[src/rtl/regfile_wb_pkg.sv]
// Shared codes for the register-file write-back controller: op classes, mux
// selector encodings, FSM states and the first-write selector lookup.
package regfile_wb_pkg;

  typedef enum logic [2:0] {
    OP_NONE  = 3'd0,
    OP_RTYPE = 3'd1,
    OP_IALU  = 3'd2,
    OP_LOAD  = 3'd3,
    OP_JAL   = 3'd4,
    OP_PUSH  = 3'd5,
    OP_POP   = 3'd6,
    OP_RSVD  = 3'd7
  } wb_op_e;

  localparam logic [1:0] RD_RT = 2'b00;
  localparam logic [1:0] RD_SP = 2'b01;
  localparam logic [1:0] RD_RA = 2'b10;
  localparam logic [1:0] RD_RD = 2'b11;

  localparam logic [1:0] M2R_ALU = 2'b00;
  localparam logic [1:0] M2R_MDR = 2'b01;
  localparam logic [1:0] M2R_PC  = 2'b10;

  typedef enum logic [2:0] {
    S_IDLE     = 3'd0,
    S_WAIT_MEM = 3'd1,
    S_WRITE1   = 3'd2,
    S_WRITE2   = 3'd3,
    S_DONE     = 3'd4
  } state_e;

  // {reg_dst, mem_to_reg} for the first (or only) write of each class
  function automatic logic [3:0] write1_sel(input wb_op_e op);
    case (op)
      OP_RTYPE: write1_sel = {RD_RD, M2R_ALU};
      OP_IALU:  write1_sel = {RD_RT, M2R_ALU};
      OP_LOAD:  write1_sel = {RD_RT, M2R_MDR};
      OP_JAL:   write1_sel = {RD_RA, M2R_PC};
      OP_PUSH:  write1_sel = {RD_SP, M2R_ALU};
      OP_POP:   write1_sel = {RD_RT, M2R_MDR};
      default:  write1_sel = {RD_RT, M2R_ALU};
    endcase
  endfunction

endpackage

[src/rtl/wb_wait_counter.sv]
// 8-bit clear/enable counter bounding the memory wait; tc_o flags the last
// permitted wait cycle (count == MEM_TIMEOUT-1).
module wb_wait_counter #(
  parameter int unsigned MEM_TIMEOUT = 16
) (
  input  logic clk,
  input  logic rst_n,
  input  logic clr_i,
  input  logic en_i,
  output logic tc_o
);

  logic [7:0] count_q, count_d;

  always_comb begin
    count_d = count_q;
    if (clr_i) begin
      count_d = 8'd0;
    end else if (en_i) begin
      count_d = count_q + 8'd1;
    end
  end

  always_ff @(posedge clk or negedge rst_n) begin
    if (!rst_n) begin
      count_q <= 8'd0;
    end else begin
      count_q <= count_d;
    end
  end

  assign tc_o = (count_q == 8'(MEM_TIMEOUT - 1));

endmodule

[src/rtl/regfile_wb_ctrl.sv]
// Write-back controller: sequences one or two register-file writes per decoded
// op, waiting on memory for loads/pops. Outputs are registered from next state.
module regfile_wb_ctrl
  import regfile_wb_pkg::*;
#(
  parameter int unsigned MEM_TIMEOUT = 16
) (
  input  logic       clk,
  input  logic       reset,
  input  logic       start,
  input  logic [2:0] wb_op,
  input  logic       mem_ready,
  input  logic       flush,
  output logic [1:0] reg_dst,
  output logic [1:0] mem_to_reg,
  output logic       reg_write,
  output logic       busy,
  output logic       done,
  output logic       timeout,
  output logic       overrun
);

  state_e     state_q, state_d;
  wb_op_e     op_q, op_d;
  logic [1:0] reg_dst_q, reg_dst_d;
  logic [1:0] m2r_q, m2r_d;
  logic       reg_write_q, reg_write_d;
  logic       busy_q, busy_d;
  logic       done_q, done_d;
  logic       timeout_q, timeout_d;
  logic       overrun_q, overrun_d;
  logic       cnt_clr, cnt_en, cnt_tc;

  wb_wait_counter #(.MEM_TIMEOUT(MEM_TIMEOUT)) u_wait_cnt (
    .clk   (clk),
    .rst_n (reset),
    .clr_i (cnt_clr),
    .en_i  (cnt_en),
    .tc_o  (cnt_tc)
  );

  always_comb begin
    state_d     = state_q;
    op_d        = op_q;
    cnt_clr     = 1'b0;
    cnt_en      = 1'b0;
    timeout_d   = 1'b0;
    reg_dst_d   = RD_RT;
    m2r_d       = M2R_ALU;
    reg_write_d = 1'b0;
    // A start in DONE still counts as busy; only IDLE accepts work
    overrun_d   = overrun_q | (start & (state_q != S_IDLE));

    case (state_q)
      S_IDLE: begin
        if (start) begin
          op_d = wb_op_e'(wb_op);
          case (wb_op_e'(wb_op))
            OP_RTYPE, OP_IALU, OP_JAL, OP_PUSH: state_d = S_WRITE1;
            OP_LOAD, OP_POP: begin
              state_d = S_WAIT_MEM;
              cnt_clr = 1'b1;
            end
            default: state_d = S_DONE;
          endcase
        end
      end
      S_WAIT_MEM: begin
        if (mem_ready) begin
          state_d = S_WRITE1;
        end else if (cnt_tc) begin
          state_d   = S_DONE;
          timeout_d = 1'b1;
        end else begin
          cnt_en = 1'b1;
        end
      end
      S_WRITE1: state_d = (op_q == OP_POP) ? S_WRITE2 : S_DONE;
      S_WRITE2: state_d = S_DONE;
      S_DONE:   state_d = S_IDLE;
      default:  state_d = S_IDLE;
    endcase

    // Flush drops the next state; a write already registered finishes this cycle
    if (flush) begin
      state_d   = S_IDLE;
      op_d      = op_q;
      timeout_d = 1'b0;
    end

    if (state_d == S_WRITE1) begin
      {reg_dst_d, m2r_d} = write1_sel(op_d);
      reg_write_d        = 1'b1;
    end else if (state_d == S_WRITE2) begin
      reg_dst_d   = RD_SP;
      m2r_d       = M2R_ALU;
      reg_write_d = 1'b1;
    end

    busy_d = (state_d != S_IDLE);
    done_d = (state_d == S_DONE);
  end

  always_ff @(posedge clk or negedge reset) begin
    if (!reset) begin
      state_q     <= S_IDLE;
      op_q        <= OP_NONE;
      reg_dst_q   <= RD_RT;
      m2r_q       <= M2R_ALU;
      reg_write_q <= 1'b0;
      busy_q      <= 1'b0;
      done_q      <= 1'b0;
      timeout_q   <= 1'b0;
      overrun_q   <= 1'b0;
    end else begin
      state_q     <= state_d;
      op_q        <= op_d;
      reg_dst_q   <= reg_dst_d;
      m2r_q       <= m2r_d;
      reg_write_q <= reg_write_d;
      busy_q      <= busy_d;
      done_q      <= done_d;
      timeout_q   <= timeout_d;
      overrun_q   <= overrun_d;
    end
  end

  assign reg_dst    = reg_dst_q;
  assign mem_to_reg = m2r_q;
  assign reg_write  = reg_write_q;
  assign busy       = busy_q;
  assign done       = done_q;
  assign timeout    = timeout_q;
  assign overrun    = overrun_q;

endmodule

[config.mk]
export PLATFORM = sky130hd
export DESIGN_NAME = regfile_wb_ctrl
export DESIGN_NICKNAME = d
export VERILOG_FILES = /design/src/rtl/regfile_wb_pkg.sv /design/src/rtl/wb_wait_counter.sv /design/src/rtl/regfile_wb_ctrl.sv
export SDC_FILE = /design/constraint.sdc
export NUM_CORES = 1
export LEC_CHECK = 0
export CAP_MARGIN = 15
export CORE_ASPECT_RATIO = 1.2
export CORE_UTILIZATION = 32
export CTS_CLUSTER_SIZE = 24
export DETAILED_ROUTE_END_ITERATION = 7
export GPL_TIMING_DRIVEN = 1
export PLACE_DENSITY = 0.49
export SYNTH_ARGS = -nofsm -noshare
export SYNTH_HDL_FRONTEND = slang
export SYNTH_SLANG_ARGS = --single-unit
export TNS_END_PERCENT = 20
[constraint.sdc]
create_clock -name clk -period 5.05 [get_ports clk]
set_clock_uncertainty 0.15 [all_clocks]
set_input_delay 1.2625 -clock clk [delete_from_list [all_inputs] [get_ports clk]]
set_output_delay 1.2625 -clock clk [all_outputs]
set_load 0.1 [all_outputs]
Yosys cells after proc, flatten, opt, wreduce, memory -nomap -nowiden
Cells that the tools add are included.
{"block": "word_totals", "regBits": 23, "elab_cells": 67, "inputBits": 8}
{"block": "classes", "eq_ne": 19, "add_sub_neg": 1, "n_mux": 28, "reduce_logical": 7, "n_bitwise": 2}
{"operator": "$eq A3 B3 Y1 const B", "count": 8}
{"operator": "$mux W3", "count": 8}
{"operator": "$eq A3 B2 Y1 const B", "count": 7}
{"operator": "$mux W8", "count": 2}
{"operator": "$pmux W4 S4", "count": 1}
{"operator": "$mux W1", "count": 13}
{"operator": "$pmux W3 S4", "count": 1}
{"operator": "$eq A3 B1 Y1 const B", "count": 3}
{"operator": "$add A8 B1 Y8 const B", "count": 1}
{"operator": "$eq A8 B4 Y1 const B", "count": 1}
{"operator": "$pmux W3 S2", "count": 1}
{"operator": "$reduce_bool A3 Y1", "count": 2}
{"operator": "$mux W2", "count": 2}
{"operator": "$reduce_or A2 Y1", "count": 2}
{"operator": "$reduce_or A4 Y1", "count": 1}
{"operator": "$logic_not A3 Y1", "count": 1}
{"operator": "$reduce_bool A2 Y1", "count": 1}
{"operator": "$and A1 B1 Y1", "count": 1}
{"operator": "$or A1 B1 Y1", "count": 1}

Longest topological paths before layout
Gate-level depths: netlist of the first run.
{"block": "depth", "word_depth": 9, "ltp_mapped": 8, "ltp_nobuf": 7}

Hierarchy
Synthesis of the first run repeated with hierarchy kept, for this count alone.
{"block": "unflattened", "hier_cells": 105, "area_unflattened_um2": 1146.1}
{"mod": "regfile_wb_ctrl", "instances": 1, "cells_per_inst": 66, "area_each_um2": 752.0, "seq_area_each_um2": 375.4}
{"mod": "wb_wait_counter", "instances": 1, "cells_per_inst": 39, "area_each_um2": 394.1, "seq_area_each_um2": 200.2}

Worst setup path before layout of the first run
OpenSTA, ideal clock, no wires.
{"block": "synth_path", "kind": "input port to flip-flop", "startpoint": "input port mem_ready", "endpoint": "register u_wait_cnt.count_q[7]", "path_slack_ns": 2.257, "arrival_ns": 2.523, "required_time_ns": 4.780, "cell_stages": 6, "cell_sequence": "or4b_4 > a41o_1 > buf_6 > nor4_4 > xnor2_1 > nor2_1"}
{"block": "synth_between", "elab_chain_len": 3}
{"element": "start, declared", "line_no": "regfile_wb_ctrl.sv:12", "text": "input logic mem_ready,"}
{"element": "$mux W1", "line_no": "regfile_wb_ctrl.sv:69", "text": "if (mem_ready) begin"}
{"element": "$mux W1", "line_no": "regfile_wb_ctrl.sv:54", "text": "case (state_q)"}
{"element": "$reduce_bool A2 Y1 (no line)"}
{"element": "end signal, assigned", "line_no": "wb_wait_counter.sv:28", "text": "count_q <= count_d;"}
{"element": "end, declared", "line_no": "wb_wait_counter.sv:13", "text": "logic [7:0] count_q, count_d;"}
No other way between the ends.
A chain may end at the register's enable or synchronous reset.

Worst setup path in the final report of the first run
{"block": "layout_path", "startpoint": "input port start", "endpoint": "register reg_dst_q[0] (netlist: reg_dst[0])"}
{"block": "layout_between", "elab_chain_len": 7}
{"element": "start, declared", "line_no": "regfile_wb_ctrl.sv:10", "text": "input logic start,"}
{"element": "$mux W3", "line_no": "regfile_wb_ctrl.sv:56", "text": "if (start) begin"}
{"element": "$mux W3", "line_no": "regfile_wb_ctrl.sv:54"}
{"element": "$mux W3", "line_no": "regfile_wb_ctrl.sv:85", "text": "if (flush) begin"}
{"element": "$eq A3 B3 Y1 or $eq A3 B2 Y1 (tied branches)", "line_no": "regfile_wb_pkg.sv:35", "text": "case (op)"}
{"element": "$reduce_or A2 Y1 (no line)"}
{"element": "$pmux W4 S4", "line_no": "regfile_wb_pkg.sv:35"}
{"element": "$mux W2 (*)", "line_no": "regfile_wb_ctrl.sv:91", "text": "if (state_d == S_WRITE1) begin"}
{"element": "net reg_dst_d[0]", "line_no": "regfile_wb_ctrl.sv:25", "text": "logic [1:0] reg_dst_q, reg_dst_d;"}
{"element": "end signal, assigned", "line_no": "regfile_wb_ctrl.sv:118", "text": "reg_dst_q <= reg_dst_d;"}
{"element": "end, declared", "line_no": "regfile_wb_ctrl.sv:25"}
Mark *: on every way through the listed nets, which the timed path passes. The rest lies on a longest branch.

==> impl_metrics.toml, run 1 <==
[cts]
ctsHoldBuffers = 0
insertion_delay_ns = 0.26
h-tree-depth = 1
clk_pin_slew_ns = 0.08
cts.sinks = 23
clock-root-buffer = "clkbuf_8"
ctsResizeCount = 0
cts.path.max_buffers = 2
cts_buffers = 3
post_cts_buffers = 0
cts_tree = "built"

[detailed_routing]
wire_per_inst_um = 15.0
ant_nets = 0
drt_wl_total_um = 2560
drc = 2
drt_pass1_iterations = 6
drt_iter0_markers = 36
drt-met1-wl_um = 1200
top_layer_used = "met4"
viasPerCell = 5.31
wl_met2_um = 1280
vias = 908
wl_met3_um = 61

[logic_synthesis]
ys.flop_type = "dfrtp_1"
syn_area_mm2 = 0.00118
synth_edf_count = 0
synth_top_cell_by_area = "dfrtp_1"
yosys-top-cells-count = "dfrtp_1, nor2_1, a21oi_1, nand2_1"
ys_async_sr_fraction_pct = 100
synth_area_leaders = "dfrtp_1, nor2_1, xnor2_1, a21oi_1, mux2_2"
synth_top_area_share_pct = 48.9
syn_area_per_cell_um2 = 9.98
synth_warnings = 0
ys_types = 37
synth_seq_area_share_pct = 48.9
syn_inst = 118
postSynthNetCount = 127
synth.most_common_cell = "dfrtp_1"
ys_ff_latch = 23

[floorplanning]
core_area_mm2 = 0.00342
dieArea_mm2 = 0.00393
die_height_um = 68.4
die_x_um = 57.4
initial_core_util_pct = 34.4
rows = 23
ios = 17

[placement]
dp.cells = 166
gp_congestion = 0.759
place_area_mm2 = 0.00136
io_buffers = 16
place_hpwl_um = 1850

[finish]
synthToLayoutAreaGrowth_pct = 20.3
multi_input_area_um2 = 551
final_area_mm2 = 0.00142
largest_reg_flops = 8
top_register = "u_wait_cnt.count_q"
nets = 144
reg.largest.list = "u_wait_cnt.count_q (8), op_q (3), state_q (3)"
final_util_pct = 41.4
nFillCells = 337
instances_no_fill = 171
diodes = 0
register_area_um2 = 576
drive_gt1_share_pct = 9.70

[sta]
grt_setup_unrepaired = "no"
finalCritPeriodShare_pct = 65.3
slew_headroom_pct = 35.0
slew_viol_final = 0
finalHoldViolations = 0
max_freq_mhz = 303
period_minus_slack_ns = 3.30
fin_setup_tns_ns = 0
tightest_slew_ns = 0.972
setup_viol = 0
fin_hold_ws_ns = 0.331

[power_and_ir_drop]
p_leak_nw = 0.614
power_density_mw_per_mm2 = 314
vdd_drop_max_v = 0.000106

[setup_path]
crit_cells = 6
slowest_stage = "nor2b_1"
rrSetupSlack_ns = 2.64
path_buf_inv = 1
reg2reg_depth = 5
max_stage_delay_ns = 0.53
r2r_start = "state_q[2]"
critPathLaunch = "start"
worst_setup_path_end_kind = "register"
worstPathArrival_ns = 3.31
crit_path_start_kind = "input port"
crit_family = "simple AND/OR/NAND/NOR gates"
critPathKind = "input port to register"
crit_fanout = 8
worstPathCellList = "clkdlybuf4s50_1 -> nor4b_2 -> nor2b_1 -> a21oi_1 -> nor3b_1 -> o21a_1"
reg2reg_to = "reg_dst[0]"
critPathRequiredTime_ns = 5.06

[global_route]
gr-total-overflow = 0
grt_pass1_vias = 945
grt_max_degree = 24
track_usage_pct = 14.6
antenna_found_initial = 0
grt_pass1_wl_um = 4360

[hold_path]
hp-class = "register to register"
min-delay-start = "overrun"
worstHoldEndpoint = "overrun"
holdPathStages = 1

[outcome]
violations = "DRC"
outcome = "complete, but fails checks"

[run]
cap_violations = 0
## report_power, final
part	leakage [nW]	internal (mW)	switching (mW)	total (mW)
logic	0.283	0.0412	0.0716	0.113
clock network	0.0255	0.0550	0.0585	0.113
registers	0.305	0.201	0.0176	0.218
total	0.614	0.297	0.148	0.445
## stage by stage
step           power [mW]  setup slack, ns
4_1_cts             0.451             1.77
3_5_place_dp        0.334             1.48
6_report            0.445             1.75
5_1_grt             0.472             1.61
3_3_place_gp        0.334             1.52
2_1_floorplan       0.300             2.26
## placed cells by master, fill, tap and decap left out, types with 3 or more instances in the layout
cell	synthesis	routed
nor2_1	16	16
mux2_2	3	3
nand3_1	6	6
o31ai_1	3	3
dfrtp_1	23	23
o21ai_0	6	6
clkdlybuf4s50_1	0	16
xnor2_1	6	6
a21oi_1	7	7
inv_1	6	6
nand2_1	7	7
clkbuf_8	0	3
## how the worst max path moves through the flow
stage	end	slack, ns
finish	reg_dst[0]	1.75
detailed placement	reg_dst[0]	1.48
CTS	reg_dst[0]	1.77
global placement	mem_to_reg[0]	1.52
floorplan	u_wait_cnt.count_q[7]	2.26
global route	reg_dst[0]	1.61
## layout make-up
type | count | area share, %
inverters | 6 | 1.59
repair buffers | 17 | 12.4
flip-flops and latches | 23 | 40.6
clock buffers | 3 | 2.92
well taps | 37 | 3.27
clock inverters | 1 | 0.353
multi-input cells | 84 | 38.9
## worst reg2reg max path, stage by stage (launching register included)
cell and delay (ns):
dfrtp_1 0.48, nor4b_2 0.60, nor2b_1 0.53, a21oi_1 0.20, nor3b_1 0.19, o21a_1 0.16
## cells by family (layout without fill, tap and decap cells)
group           count (synthesis)  after routing  synth area share (%)
flops                          23             23                  48.9
fa+ha+maj                       1              1                  1.06
mux                             4              4                  3.72
buf+inv                        11             27                  4.36
xor+xnor                        8              8                  5.95
compound gates                 23             23                  12.3
simple gates                   48             48                  23.7
## layer usage
layer | track usage, % | up-vias
li1 | - | 450
met1 | 17.2 | 440
met2 | 26.6 | 16
met3 | 2.27 | 2
met4 | 6.10 | 0
met5 | 0 | -
Note: power is estimated with default switching activity, not from simulation.
==> run 2, diff against run 1 <==
PLACE_DENSITY = 0.51   (was 0.49)
clock period = 2.77 ns   (was 5.05 ns; I/O delays follow)
==> impl_metrics.toml, run 2 (synthesis gave the netlist of run 1 again) <==
[setup_path]
critPathKind = "input port to register"
r2r_start = "state_q[2]"
crit_fanout = 7
critPathLaunch = "mem_ready"
worst_setup_path_end_kind = "register"
worstPathArrival_ns = 2.52
reg2reg_depth = 5
critPathRequiredTime_ns = 2.83
rrSetupSlack_ns = 0.63
endpoint = "reg_dst[0]"
reg2reg_to = "reg_dst[0]"
crit_path_start_kind = "input port"

[cts]
ctsResizeCount = 0
h-tree-depth = 1
cts_buffers = 3
clk_pin_slew_ns = 0.09
cts_tree = "built"
ctsHoldBuffers = 0
clock-root-buffer = "clkbuf_8"
insertion_delay_ns = 0.27
post_cts_buffers = 0
cts.path.max_buffers = 2
cts.sinks = 23

[global_route]
grt_max_degree = 24
track_usage_pct = 14.7
grt_pass1_vias = 918
gr-total-overflow = 0
grt_pass1_wl_um = 4350
antenna_found_initial = 0

[sta]
slew_viol_final = 0
max_freq_mhz = 406
fin_ws_ns = 0.309
finalHoldViolations = 0
period_minus_slack_ns = 2.46
fin_setup_tns_ns = 0
finalCritPeriodShare_pct = 88.8
tightest_slew_ns = 0.711
setup_viol = 0
grt_setup_unrepaired = "no"
slew_headroom_pct = 52.0

[placement]
place_hpwl_um = 1860
gp_congestion = 0.836
io_buffers = 16
place_ws_ns = 0.0600

[power_and_ir_drop]
vdd_drop_max_v = 0.000214
p_total_mw = 0.824
power_density_mw_per_mm2 = 570
p_leak_nw = 0.664

[detailed_routing]
drt_wl_total_um = 2610
ant_nets = 0
drc = 0
vias = 927
drt_pass1_iterations = 4
viasPerCell = 5.18
drt_iter0_markers = 38
wire_per_inst_um = 14.6

[floorplanning]
core_area_mm2 = 0.00342
die_height_um = 68.4
ios = 17
rows = 23
die_x_um = 57.4
dieArea_mm2 = 0.00393
initial_core_util_pct = 34.4

[finish]
top_register = "u_wait_cnt.count_q"
nFillCells = 337
largest_reg_flops = 8
final_common_cell = "dfrtp_1"
diodes = 0
nets = 152
synthToLayoutAreaGrowth_pct = 22.8
multi_input_area_um2 = 551
layout_common_cells = "dfrtp_1, buf_4, nor2_1"
drive_gt1_share_pct = 21.1
reg.largest.list = "u_wait_cnt.count_q (8), op_q (3), state_q (3)"
register_area_um2 = 576

[run]
cap_violations = 0

[outcome]
outcome = "finished, final reports clean"

[hold_path]
hp-class = "register to register"
## run 2: cell count changes in the layout (fill, tap and decap cells not counted)
cell / change
clkdlybuf4s50_1: -9
buf_8: -1
buf_4: +18
## run 2: cell type report
class                           count  share of cell area (%)
Sequential cell                    23                    39.8
Multi-Input combinational cell     84                    38.1
Timing Repair Buffer               25                    14.2
Tap cell                           37                    3.20
Clock buffer                        3                    2.85
Inverter                            6                    1.56
Clock inverter                      1                   0.346
## run 2: worst max-delay path, cell delays in order
cell and delay [ns]:
clkdlybuf4s50_1 0.45, or4b_4 0.51, a41o_1 0.32, buf_4 0.18
o22ai_1 0.21, o21a_1 0.16
## run 2: layer usage
layer / GRT usage [%] / part of all wire (%) / vias to the layer above
li1: - / - / 461
met1: 17.4 / 46 / 444
met3: 2.65 / 2.3 / 2
met2: 26.0 / 51 / 20
met4: 6.71 / 0.50 / 0
met5: 0 / 0 / -
## run 2: worst min-delay path by stage
stage,startpoint,to,slack [ns],depth (start not counted)
2_1_floorplan,reset,busy,0.25,0
3_3_place_gp,overrun,overrun,0.31,1
3_5_place_dp,overrun,overrun,0.32,1
4_1_cts,overrun,overrun,0.34,1
5_1_grt,overrun,overrun,0.38,1
6_report,overrun,overrun,0.34,1
## run 2: metrics by stage
step / hold slack [ns] / utilization [%] / std cells / area [µm²]
final: 0.343 / 42.2 / 179 / 1450
after global routing: 0.376 / 42.2 / 179 / 1450
after CTS: 0.339 / 42.2 / 179 / 1450
after detailed placement: 0.315 / 40.9 / 175 / 1400
after global placement: 0.306 / 40.9 / 175 / 1400
after floorplan: 0.247 / - / 118 / 1180
## run 2: power by group
group,leakage [nW],switching [mW],internal (mW),total [mW]
Sequential,0.305,0.0319,0.366,0.398
Clock,0.0255,0.113,0.100,0.213
Combinational,0.333,0.133,0.0806,0.213
Total,0.664,0.277,0.547,0.824
==> run 3, diff against run 2 <==
ABC_AREA = 1   (was default)
PLACE_DENSITY = 0.5   (was 0.51)
==> impl_metrics.toml, run 3 <==
[cts]
post_cts_buffers = 0
h-tree-depth = 1
insertion_delay_ns = 0.27
cts_buffers = 3
clock-root-buffer = "clkbuf_8"
ctsResizeCount = 0
ctsHoldBuffers = 0
cts_tree = "built"
clk_pin_slew_ns = 0.09
cts.sinks = 23
cts.path.max_buffers = 2

[detailed_routing]
drc = 0
wire_per_inst_um = 11.6
drt_iter0_markers = 17
vias = 1042
drt_wl_total_um = 2600
viasPerCell = 4.63
drt_pass1_iterations = 4
ant_nets = 0

[placement]
gp_congestion = 0.763
io_buffers = 16
place_hpwl_um = 2040
place_ws_ns = 0.434

[finish]
multi_input_area_um2 = 574
final_util_pct = 40.8
layout_common_cells = "nand2_1, dfrtp_1, inv_1, nor2_1, nand3_1"
top_register = "u_wait_cnt.count_q"
largest_reg_flops = 8
reg.largest.list = "u_wait_cnt.count_q (8), op_q (3), state_q (3)"
nets = 183
diodes = 0
synthToLayoutAreaGrowth_pct = 20.7
drive_gt1_share_pct = 20.2
register_area_um2 = 576
nFillCells = 402
final_common_cell = "nand2_1"

[setup_path]
max_stage_delay_ns = 0.56
critPathKind = "input port to register"
path_buf_inv = 1
worst_setup_path_end_kind = "register"
crit_top_cell = "nor2_1"
worstPathArrival_ns = 2.05
crit_family = "simple AND/OR/NAND/NOR gates"
crit_fanout = 10
crit_path_start_kind = "input port"
slowest_stage = "clkdlybuf4s50_1"
worstPathCellList = "clkdlybuf4s50_1 -> nor2_1 -> nor2_1 -> nand3_4 -> nand2_4 -> nor2_1 -> nand3_2 -> nor2_1"
critPathRequiredTime_ns = 2.78

[floorplanning]
initial_core_util_pct = 33.8
die_x_um = 58.8
die_height_um = 70.2
dieArea_mm2 = 0.00412
core_area_mm2 = 0.00366
rows = 24
ios = 17

[sta]
finalHoldViolations = 0
fin_hold_ws_ns = 0.341
tightest_slew_ns = 0.305
grt_setup_unrepaired = "no"
max_freq_mhz = 492
fin_ws_ns = 0.736
setup_viol = 0
fin_setup_tns_ns = 0
period_minus_slack_ns = 2.03
slew_viol_final = 0
finalCritPeriodShare_pct = 73.4
slew_headroom_pct = 79.7

[global_route]
gr-usage-met1_pct = 16.4
grtUsageMet2_pct = 26.6
gr-total-overflow = 0
grt_max_degree = 24
busiest_layer = "met2"
track_usage_pct = 14.3
grt_pass1_wl_um = 4550
antenna_found_initial = 0
grt_pass1_vias = 1063
grtUsageMet3_pct = 2.59

[power_and_ir_drop]
p_leak_nw = 0.740
vdd_drop_max_v = 0.000262
p_total_mw = 0.847
power_density_mw_per_mm2 = 566

[logic_synthesis]
ys_ff_latch = 23
synth_edf_count = 0
syn_inst = 152
yosys-top-cells-count = "nand2_1, dfrtp_1, inv_1"
syn_area_mm2 = 0.00124
synth.most_common_cell = "nand2_1"
ys.flop_type = "dfrtp_1"
synth_top_cell_by_area = "dfrtp_1"
synth_seq_area_share_pct = 46.5
synth_top_area_share_pct = 46.5
syn_area_per_cell_um2 = 8.15
ys_async_sr_fraction_pct = 100
synth_warnings = 0
postSynthNetCount = 161
synth_area_leaders = "dfrtp_1, nand2_1, inv_1, nor2_1, nand3_1"
ys_types = 24

[outcome]
outcome = "finished, final reports clean"

[hold_path]
hp-class = "register to register"

[run]
cap_violations = 0
run 3: cell types whose count changed in the layout (fill, tap and decap cells not counted), sizes merged, moves of 3 or more:
cell / delta
buf: -8
inv: +17
mux2: -3
nand2: +36
nand3: +9
nand4: +5
nor2: +5
nor4b: -3
o21ai: +5
o31ai: -3
xnor2: -6
run 3: cells by family after synthesis:
| logic type | synth area share (%) |
|---|---|
| fa+ha+maj | 1.01 |
| buf+inv | 7.17 |
| compound gates | 8.99 |
| flops | 46.5 |
| simple gates | 36.4 |
run 3: through the flow:
stage	cells	cell area [µm²]
floorplan	152	1240
global placement	221	1450
detailed placement	221	1450
CTS	225	1500
global route	225	1500
finish	225	1500
run 3: layout make-up:
cell class,count,area share [%]
Tap cell,52,4.35
Timing Repair Buffer,17,9.71
Clock inverter,1,0.335
Clock buffer,3,2.76
Sequential cell,23,38.5
Multi-Input combinational cell,106,38.4
Inverter,23,5.94
run 3: metal layers:
metal  wire (µm)  share of wire [%]
met5           0                  0
met4          12               0.46
met3          77                3.0
met2        1410                 54
met1        1110                 43
run 3: where the power goes:
| group | switching [mW] | leakage (nW) | internal [mW] | total [mW] |
|---|---|---|---|---|
| combinational | 0.176 | 0.409 | 0.0691 | 0.245 |
| sequential | 0.0201 | 0.305 | 0.366 | 0.386 |
| clock | 0.115 | 0.0255 | 0.101 | 0.215 |
| total | 0.311 | 0.740 | 0.536 | 0.847 |
run 3: final timing paths:
kind                                        from                     to  slack, ns  cells past startpoint
hold reg to reg                          overrun                overrun       0.34                      1
max in group asynchronous                  reset  u_wait_cnt.count_q[1]       1.60                      2
setup reg to reg           u_wait_cnt.count_q[1]                   busy       1.09                      8
min in group asynchronous                  reset  u_wait_cnt.count_q[5]       0.62                      2
setup / recovery                        wb_op[0]             reg_dst[1]       0.74                      8
hold / removal                           overrun                overrun       0.34                      1
